$ cat src/rtl/mem_1r1w_fifo_ctrl.sv
// Show-ahead FIFO controller driving an external 1r1w memory macro.
// Holds pointers, occupancy and a 2-entry output skid buffer.
module mem_1r1w_fifo_ctrl #(
  parameter int DEPTH_LOG2 = 4,
  parameter int WIDTH      = 32
) (
  input  logic                  clk,
  input  logic                  resetn,
  input  logic                  in_valid,
  output logic                  in_ready,
  input  logic [WIDTH-1:0]      in_data,
  output logic                  out_valid,
  input  logic                  out_ready,
  output logic [WIDTH-1:0]      out_data,
  output logic [DEPTH_LOG2-1:0] mem_read_addr,
  output logic                  mem_read,
  input  logic [WIDTH-1:0]      mem_read_data,
  output logic [DEPTH_LOG2-1:0] mem_write_addr,
  output logic                  mem_write,
  output logic [WIDTH-1:0]      mem_write_data,
  output logic [DEPTH_LOG2+1:0] level
);

  localparam logic [DEPTH_LOG2:0] FULL =
    {1'b1, {DEPTH_LOG2{1'b0}}};

  logic [DEPTH_LOG2-1:0] wr_ptr_q, wr_ptr_d;
  logic [DEPTH_LOG2-1:0] rd_ptr_q, rd_ptr_d;
  logic [DEPTH_LOG2:0]   mem_count_q, mem_count_d;
  logic                  rd_inflight_q, rd_inflight_d;
  logic [1:0]            out_count_q, out_count_d;
  logic [WIDTH-1:0]      buf0_q, buf0_d;
  logic [WIDTH-1:0]      buf1_q, buf1_d;

  logic       push;
  logic       pop;
  logic       issue;
  logic [1:0] occ;
  logic [1:0] cnt_pop;

  assign in_ready  = resetn && (mem_count_q < FULL);
  assign push      = in_valid & in_ready;
  assign out_valid = (out_count_q != 2'd0);
  assign pop       = out_valid & out_ready;
  assign out_data  = buf0_q;

  // Skid slots that will be occupied after this cycle's pop; a new read
  // may only issue if a slot is guaranteed free when its data lands.
  assign occ   = out_count_q + {1'b0, rd_inflight_q} - {1'b0, pop};
  assign issue = resetn && (mem_count_q != '0) && (occ <= 2'd1);

  assign mem_write      = push;
  assign mem_write_addr = wr_ptr_q;
  assign mem_write_data = in_data;
  assign mem_read       = issue;
  assign mem_read_addr  = rd_ptr_q;

  assign level = {1'b0, mem_count_q}
               + {{(DEPTH_LOG2+1){1'b0}}, rd_inflight_q}
               + {{DEPTH_LOG2{1'b0}}, out_count_q};

  always_comb begin
    wr_ptr_d      = wr_ptr_q;
    rd_ptr_d      = rd_ptr_q;
    mem_count_d   = mem_count_q;
    rd_inflight_d = issue;
    if (push) wr_ptr_d = wr_ptr_q + 1'b1;
    if (issue) rd_ptr_d = rd_ptr_q + 1'b1;
    unique case ({push, issue})
      2'b10:   mem_count_d = mem_count_q + 1'b1;
      2'b01:   mem_count_d = mem_count_q - 1'b1;
      default: mem_count_d = mem_count_q;
    endcase
  end

  always_comb begin
    cnt_pop     = out_count_q - {1'b0, pop};
    buf0_d      = pop ? buf1_q : buf0_q;
    buf1_d      = buf1_q;
    out_count_d = cnt_pop;
    if (rd_inflight_q) begin
      if (cnt_pop == 2'd0) buf0_d = mem_read_data;
      else                 buf1_d = mem_read_data;
      out_count_d = cnt_pop + 2'd1;
    end
  end

  always_ff @(posedge clk) begin
    if (!resetn) begin
      wr_ptr_q      <= '0;
      rd_ptr_q      <= '0;
      mem_count_q   <= '0;
      rd_inflight_q <= 1'b0;
      out_count_q   <= 2'd0;
      buf0_q        <= '0;
      buf1_q        <= '0;
    end else begin
      wr_ptr_q      <= wr_ptr_d;
      rd_ptr_q      <= rd_ptr_d;
      mem_count_q   <= mem_count_d;
      rd_inflight_q <= rd_inflight_d;
      out_count_q   <= out_count_d;
      buf0_q        <= buf0_d;
      buf1_q        <= buf1_d;
    end
  end

  always_ff @(posedge clk) begin
    if (resetn) begin
      assert (mem_count_q <= FULL);
      assert (out_count_q <= 2'd2);
    end
  end

endmodule

$ cat config.mk
export PLATFORM = sky130hd
export DESIGN_NAME = mem_1r1w_fifo_ctrl
export DESIGN_NICKNAME = d
export VERILOG_FILES = /design/src/rtl/mem_1r1w_fifo_ctrl.sv
export SDC_FILE = /design/constraint.sdc
export NUM_CORES = 1
export LEC_CHECK = 0
export BUFFER_PORTS_ARGS = -buffer_cell sky130_fd_sc_hd__buf_4
export CAP_MARGIN = 20
export CORE_MARGIN = 3
export CORE_UTILIZATION = 40
export CTS_BUF_LIST = sky130_fd_sc_hd__clkbuf_8
export CTS_CLUSTER_SIZE = 25
export DETAILED_ROUTE_END_ITERATION = 10
export MAX_ROUTING_LAYER = met4
export PLACE_DENSITY_LB_ADDON = 0.2
export SLEW_MARGIN = 20
export SYNTH_ARGS = -nofsm -noshare
export SYNTH_HDL_FRONTEND = slang
export SYNTH_SLANG_ARGS = --single-unit
$ cat constraint.sdc
create_clock -name clk -period 4.26 [get_ports clk]
set_input_delay 0.852 -clock clk [delete_from_list [all_inputs] [get_ports clk]]
set_output_delay 0.852 -clock clk [all_outputs]
set_load 0.02 [all_outputs]
After elaboration in Yosys (flattened, before gate mapping):

Index checks and enable logic that the tools add are counted.

* bits of input ports: 68
* output and inout port bits: 82
* flip-flop bits (word level): 80

* equal/unequal tests: 2
* order comparisons: 2
* mux-type cells: 5
* bitwise logic cells: 3
* reductions and logical operators: 8
* $add $sub $neg: 10

Operators with widths (number)
* $mux W32: 3
* $pmux W5 S2: 1
* $add A4 B1 Y4 const B: 2
* $add A5 B1 Y6: 1
* $add A6 B2 Y6: 1
* $add A5 B1 Y5 const B: 1
* $lt A5 B5 Y1 const B: 1
* $reduce_bool A5 Y1: 1
* $sub A5 B1 Y5 const B: 1
* $reduce_bool A2 Y1: 2
* $sub A2 B1 Y2: 2
* $logic_and A1 B1 Y1: 3
* $add A2 B1 Y2: 1
* $add A2 B1 Y2 const B: 1
* $and A1 B1 Y1: 2
* $eq A2 B1 Y1 const B: 1
* $eq A2 B2 Y1 const B: 1
* $le A2 B1 Y1 const B: 1
* $logic_not A2 Y1: 1
* $mux W2: 1
* $reduce_and A2 Y1: 1
* $not A1 Y1: 1

Longest topological paths before layout:

* word-level depth: 7
* mapped depth: 12
* gate-level depth less buffers: 12

Worst setup path after synthesis:

OpenSTA, ideal clock, no wires.

* path kind: input to register
* from: in out_ready
* to: reg mem_count_q[4]
* stages: 12
* data required time: 4.190 ns
* data arrival time: 3.279 ns
* path slack: 0.911 ns
* setup time: 0.070 ns
* cells stage by stage: nor2b_1 -> mux2i_2 -> o22ai_4 -> nor2_1 -> ha_1 -> inv_1 -> fa_1 -> nand2b_1 -> a21oi_1 -> xnor2_1 -> or3_1 -> a21oi_1

* longest elaborated chain between the ends: 6
* elaborated cells on any way between the ends: 8
* classes of those cells: 1 x add/sub; 1 x order compare; 2 x eq/ne; 1 x mux; 1 x bitwise; 2 x reduce/logical

RTL lines
* start, declared: RTL line 13 `input logic out_ready,`
* $and A1 B1 Y1 (*): RTL line 44 `assign pop = out_valid & out_ready;`
* $sub A2 B1 Y2 (*): RTL line 49 `assign occ = out_count_q + {1'b0, rd_inflight_q} - {1'b0, pop};`
* $le A2 B1 Y1 (*): RTL line 50 `assign issue = resetn && (mem_count_q != '0) && (occ <= 2'd1);`
* $logic_and A1 B1 Y1 (*): RTL line 50
* via mem_read: RTL line 16 `output logic mem_read,`
* $eq A2 B1 Y1 or $eq A2 B2 Y1 (tied branches): RTL line 69 `unique case ({push, issue})`
* $pmux W5 S2 or $reduce_bool A2 Y1 (tied branches)
* end signal, assigned: RTL line 100 `mem_count_q <= mem_count_d;`
* end, declared: RTL line 29 `logic [DEPTH_LOG2:0] mem_count_q, mem_count_d;`

Mark *: on every way through the listed nets, which the timed path passes. The rest lies on a longest branch.
A chain may end at the register's enable or synchronous reset.

Worst setup path in the final report:

* from: in out_ready
* to: reg mem_count_q[4]

* longest elaborated chain between the ends: 6
* elaborated cells on any way between the ends: 8
* classes of those cells: 1 x add/sub; 1 x order compare; 2 x eq/ne; 1 x mux; 1 x bitwise; 2 x reduce/logical

RTL lines (RTL line)
* $and A1 B1 Y1 (*): 44
* $sub A2 B1 Y2 (*): 49
* $le A2 B1 Y1 (*): 50
* $logic_and A1 B1 Y1 (*): 50
* $eq A2 B1 Y1 or $eq A2 B2 Y1 (tied branches): 69
* $pmux W5 S2 or $reduce_bool A2 Y1 (tied branches)

Mark *: on every way between the ends. The rest lies on a longest branch, timed or not.

==> results.py <==
metrics = {
    "floorplanning": {
        "initial_utilization": 0.417,
        "io_pins": 150,
        "die-width_um": 102,
        "rows": 34,
        "coreArea_um2": 8850,
        "die_h_um": 102,
        "die_area_um2": 10400,
    },
    "clock_network": {
        "clock-sinks": 80,
        "cts_tree": "yes",
        "htreeDepth": 3,
        "cts_root_buf": "clkbuf_8",
        "postCtsSetupBuffers": 0,
        "path_clk_slew_ns": 0.08,
        "cts_resized": 0,
        "clk_latency_ns": 0.34,
        "clockBufferDepth": 2,
        "numCtsBuffers": 9,
        "cts_hold_buffers": 0,
    },
    "finish": {
        "areaGrowthSynthToFinish_pct": 18.7,
        "diodes": 0,
        "drive_gt1_frac": 0.232,
        "multi_input_area_um2": 1710,
        "final_nets": 549,
        "final_common_cell": "buf_4",
        "final_cell_mix": "88 x buf_4, 80 x dfxtp_1, 70 x nand2_1, 49 x nor2_1, 41 x a21oi_1",
        "seq_area_um2": 1600,
        "n_fill_cell": 876,
    },
    "synth": {
        "yosys_warnings": 0,
        "synth_fp_nets": 504,
        "ys_async_sr_fraction": 0,
        "synth_largest_area_cell": "dfxtp_1",
        "ys_ff_latch": 80,
        "netlist.area_leader.share": 0.434,
        "synthesis.area_um2": 3690,
        "ys_top_cells_by_area": "dfxtp_1 43%, mux2i_1 8.9%, nand2_1 7.2%",
        "avgSynthCellArea_um2": 8.68,
        "ys_types": 30,
        "synth_ff_type": "dfxtp_1",
        "synth_edf_count": 0,
        "postSynthCellCount": 425,
        "ys_seq_area_frac": 0.434,
    },
    "sta": {
        "rsz0062_at_grt": "no",
        "clock_skew_ns": 0.0130,
        "worst_slew_pin_slew_ns": 0.797,
        "period_needed_ns": 3.04,
        "setup_viol": 0,
        "timing.fmax_mhz": 329,
        "slew_headroom": 0.468,
        "slew_viol_final": 0,
        "fin_setup_tns_ns": 0,
        "fin_crit_sh": 0.714,
        "finalHoldViolations": 0,
    },
    "power_and_ir_drop": {
        "power.switching_uw": 996,
        "p_comb_frac": 0.403,
        "intPower_uw": 1700,
        "vdd_drop_max_uv": 265,
        "sw_frac_of_total": 0.369,
        "finalPower_uw": 2700,
        "p_leak_uw": 0.00199,
        "pwr-share-clk": 0.220,
        "seqPwrFrac": 0.377,
        "powerDensity_nw_per_um2": 616,
    },
    "hold_path": {
        "hold_path_class": "flop to flop",
    },
    "run_status": {
        "outcome": "complete, no violations",
    },
    "placement": {
        "gp_congestion": 0.750,
        "hpwl_um": 4970,
        "io_buffers": 85,
    },
    "route": {
        "drt_wl_total_um": 7660,
        "antenna_left": 0,
        "wl_per_cell_um": 13.1,
        "drc": 0,
        "dr.first_iter.drc_count": 101,
        "post_drt_via_cell_ratio": 5.05,
        "via_count": 2942,
        "dr.pass1.iters": 4,
    },
    "run": {
        "drv_cap": 0,
    },
    "global_routing": {
        "grtUsageTotal": 0.156,
        "antenna_found_initial": 0,
        "grt_max_degree": 79,
        "grt_pass1_vias": 2727,
        "overflow": 0,
        "grt_pass1_wl_um": 12600,
    },
    "critical_path": {
        "cp_max_fo": 9,
        "cp-start-kind": "input port",
        "critPathKind": "input port to flop",
        "crit_arrival_ns": 3.30,
        "critPathRequiredTime_ns": 4.52,
        "end_kind": "flop",
    },
}
==> registers in the layout, summed over array words and instances, names as in the netlist <==
| signal | count |
|---|---|
| mem_count_q | 5 |
| mem_write_addr | 4 |
| out_data | 32 |
| rd_inflight_q | 1 |
| out_count_q | 2 |
| mem_read_addr | 4 |
| buf1_q | 32 |
==> stage by stage <==
step	hold slack, ns	util	area [um2]	setup slack [ns]	instances
after floorplan	0.436	-	3690	0.911	425
after global placement	0.441	0.468	4140	0.927	566
after detailed placement	0.446	0.468	4140	0.885	566
after CTS	0.457	0.492	4360	1.24	582
after global routing	0.478	0.495	4380	0.989	583
final	0.455	0.495	4380	1.22	583
==> critical path, stage by stage <==
cell and delay, ns:
buf_4 0.13, nor2b_1 0.17, mux2i_2 0.28, o22ai_4 0.14, nor2_1 0.15, ha_1 0.27
inv_1 0.08, fa_1 0.39, nand2b_1 0.16, a21oi_1 0.16, xnor2_1 0.09, or3_1 0.30
a21oi_1 0.14
==> power groups by stage <==
stage,sequential (uW),clock (uW),combinational [uW]
final,1020,593,1090
after global routing,1040,644,1200
after CTS,1020,614,1110
after detailed placement,1040,0,1100
after global placement,1030,0,1080
after floorplan,1140,0,657
==> worst paths after layout <==
kind | from | to | slack (ns) | depth (start not counted)
setup / recovery | out_ready | mem_count_q[4] | 1.22 | 13
hold / removal | buf1_q[8] | buf1_q[8] | 0.46 | 2
setup reg to reg | rd_inflight_q | mem_count_q[4] | 1.33 | 12
hold reg to reg | buf1_q[8] | buf1_q[8] | 0.46 | 2
==> layout make-up <==
class / count / area share
tap: 108 / 0.0308
timing repair buffer: 89 / 0.155
sequential: 80 / 0.366
clock inverter: 7 / 0.0203
inverter: 11 / 0.00943
clock buffer: 9 / 0.0283
multi-input combinational: 279 / 0.390
==> synthesized netlist by cell type, types with 6 or more instances <==
library cell and n:
nand2_1 71, ha_1 8, xor2_1 6, inv_1 10, nor2_1 50, xnor2_1 6, mux2i_1 33, dfxtp_1 80
clkbuf_1 19, buf_4 32, a211oi_1 33, a21oi_1 41
==> kinds of logic after synthesis <==
logic type               after synthesis  synth area share
AND/OR/NAND/NOR                      140             0.155
flip-flops                            80             0.434
multiplexers                          34            0.0932
AO/OA/AOI/OAI                         82             0.140
adder cells (fa/ha/maj)               11            0.0434
XOR/XNOR                              12            0.0285
buffers and inverters                 66             0.106
==> metal layers <==
metal / global-route usage / wire length [um] / share of wire / vias to the layer above
met3: 0.0444 / 585 / 0.076 / 15
li1: - / - / - / 1489
met5: - / 0 / 0 / -
met1: 0.194 / 3460 / 0.45 / 1338
met2: 0.243 / 3520 / 0.46 / 100
met4: 0.0515 / 94 / 0.012 / 0
No activity file was read; power rests on OpenSTA's default activity.
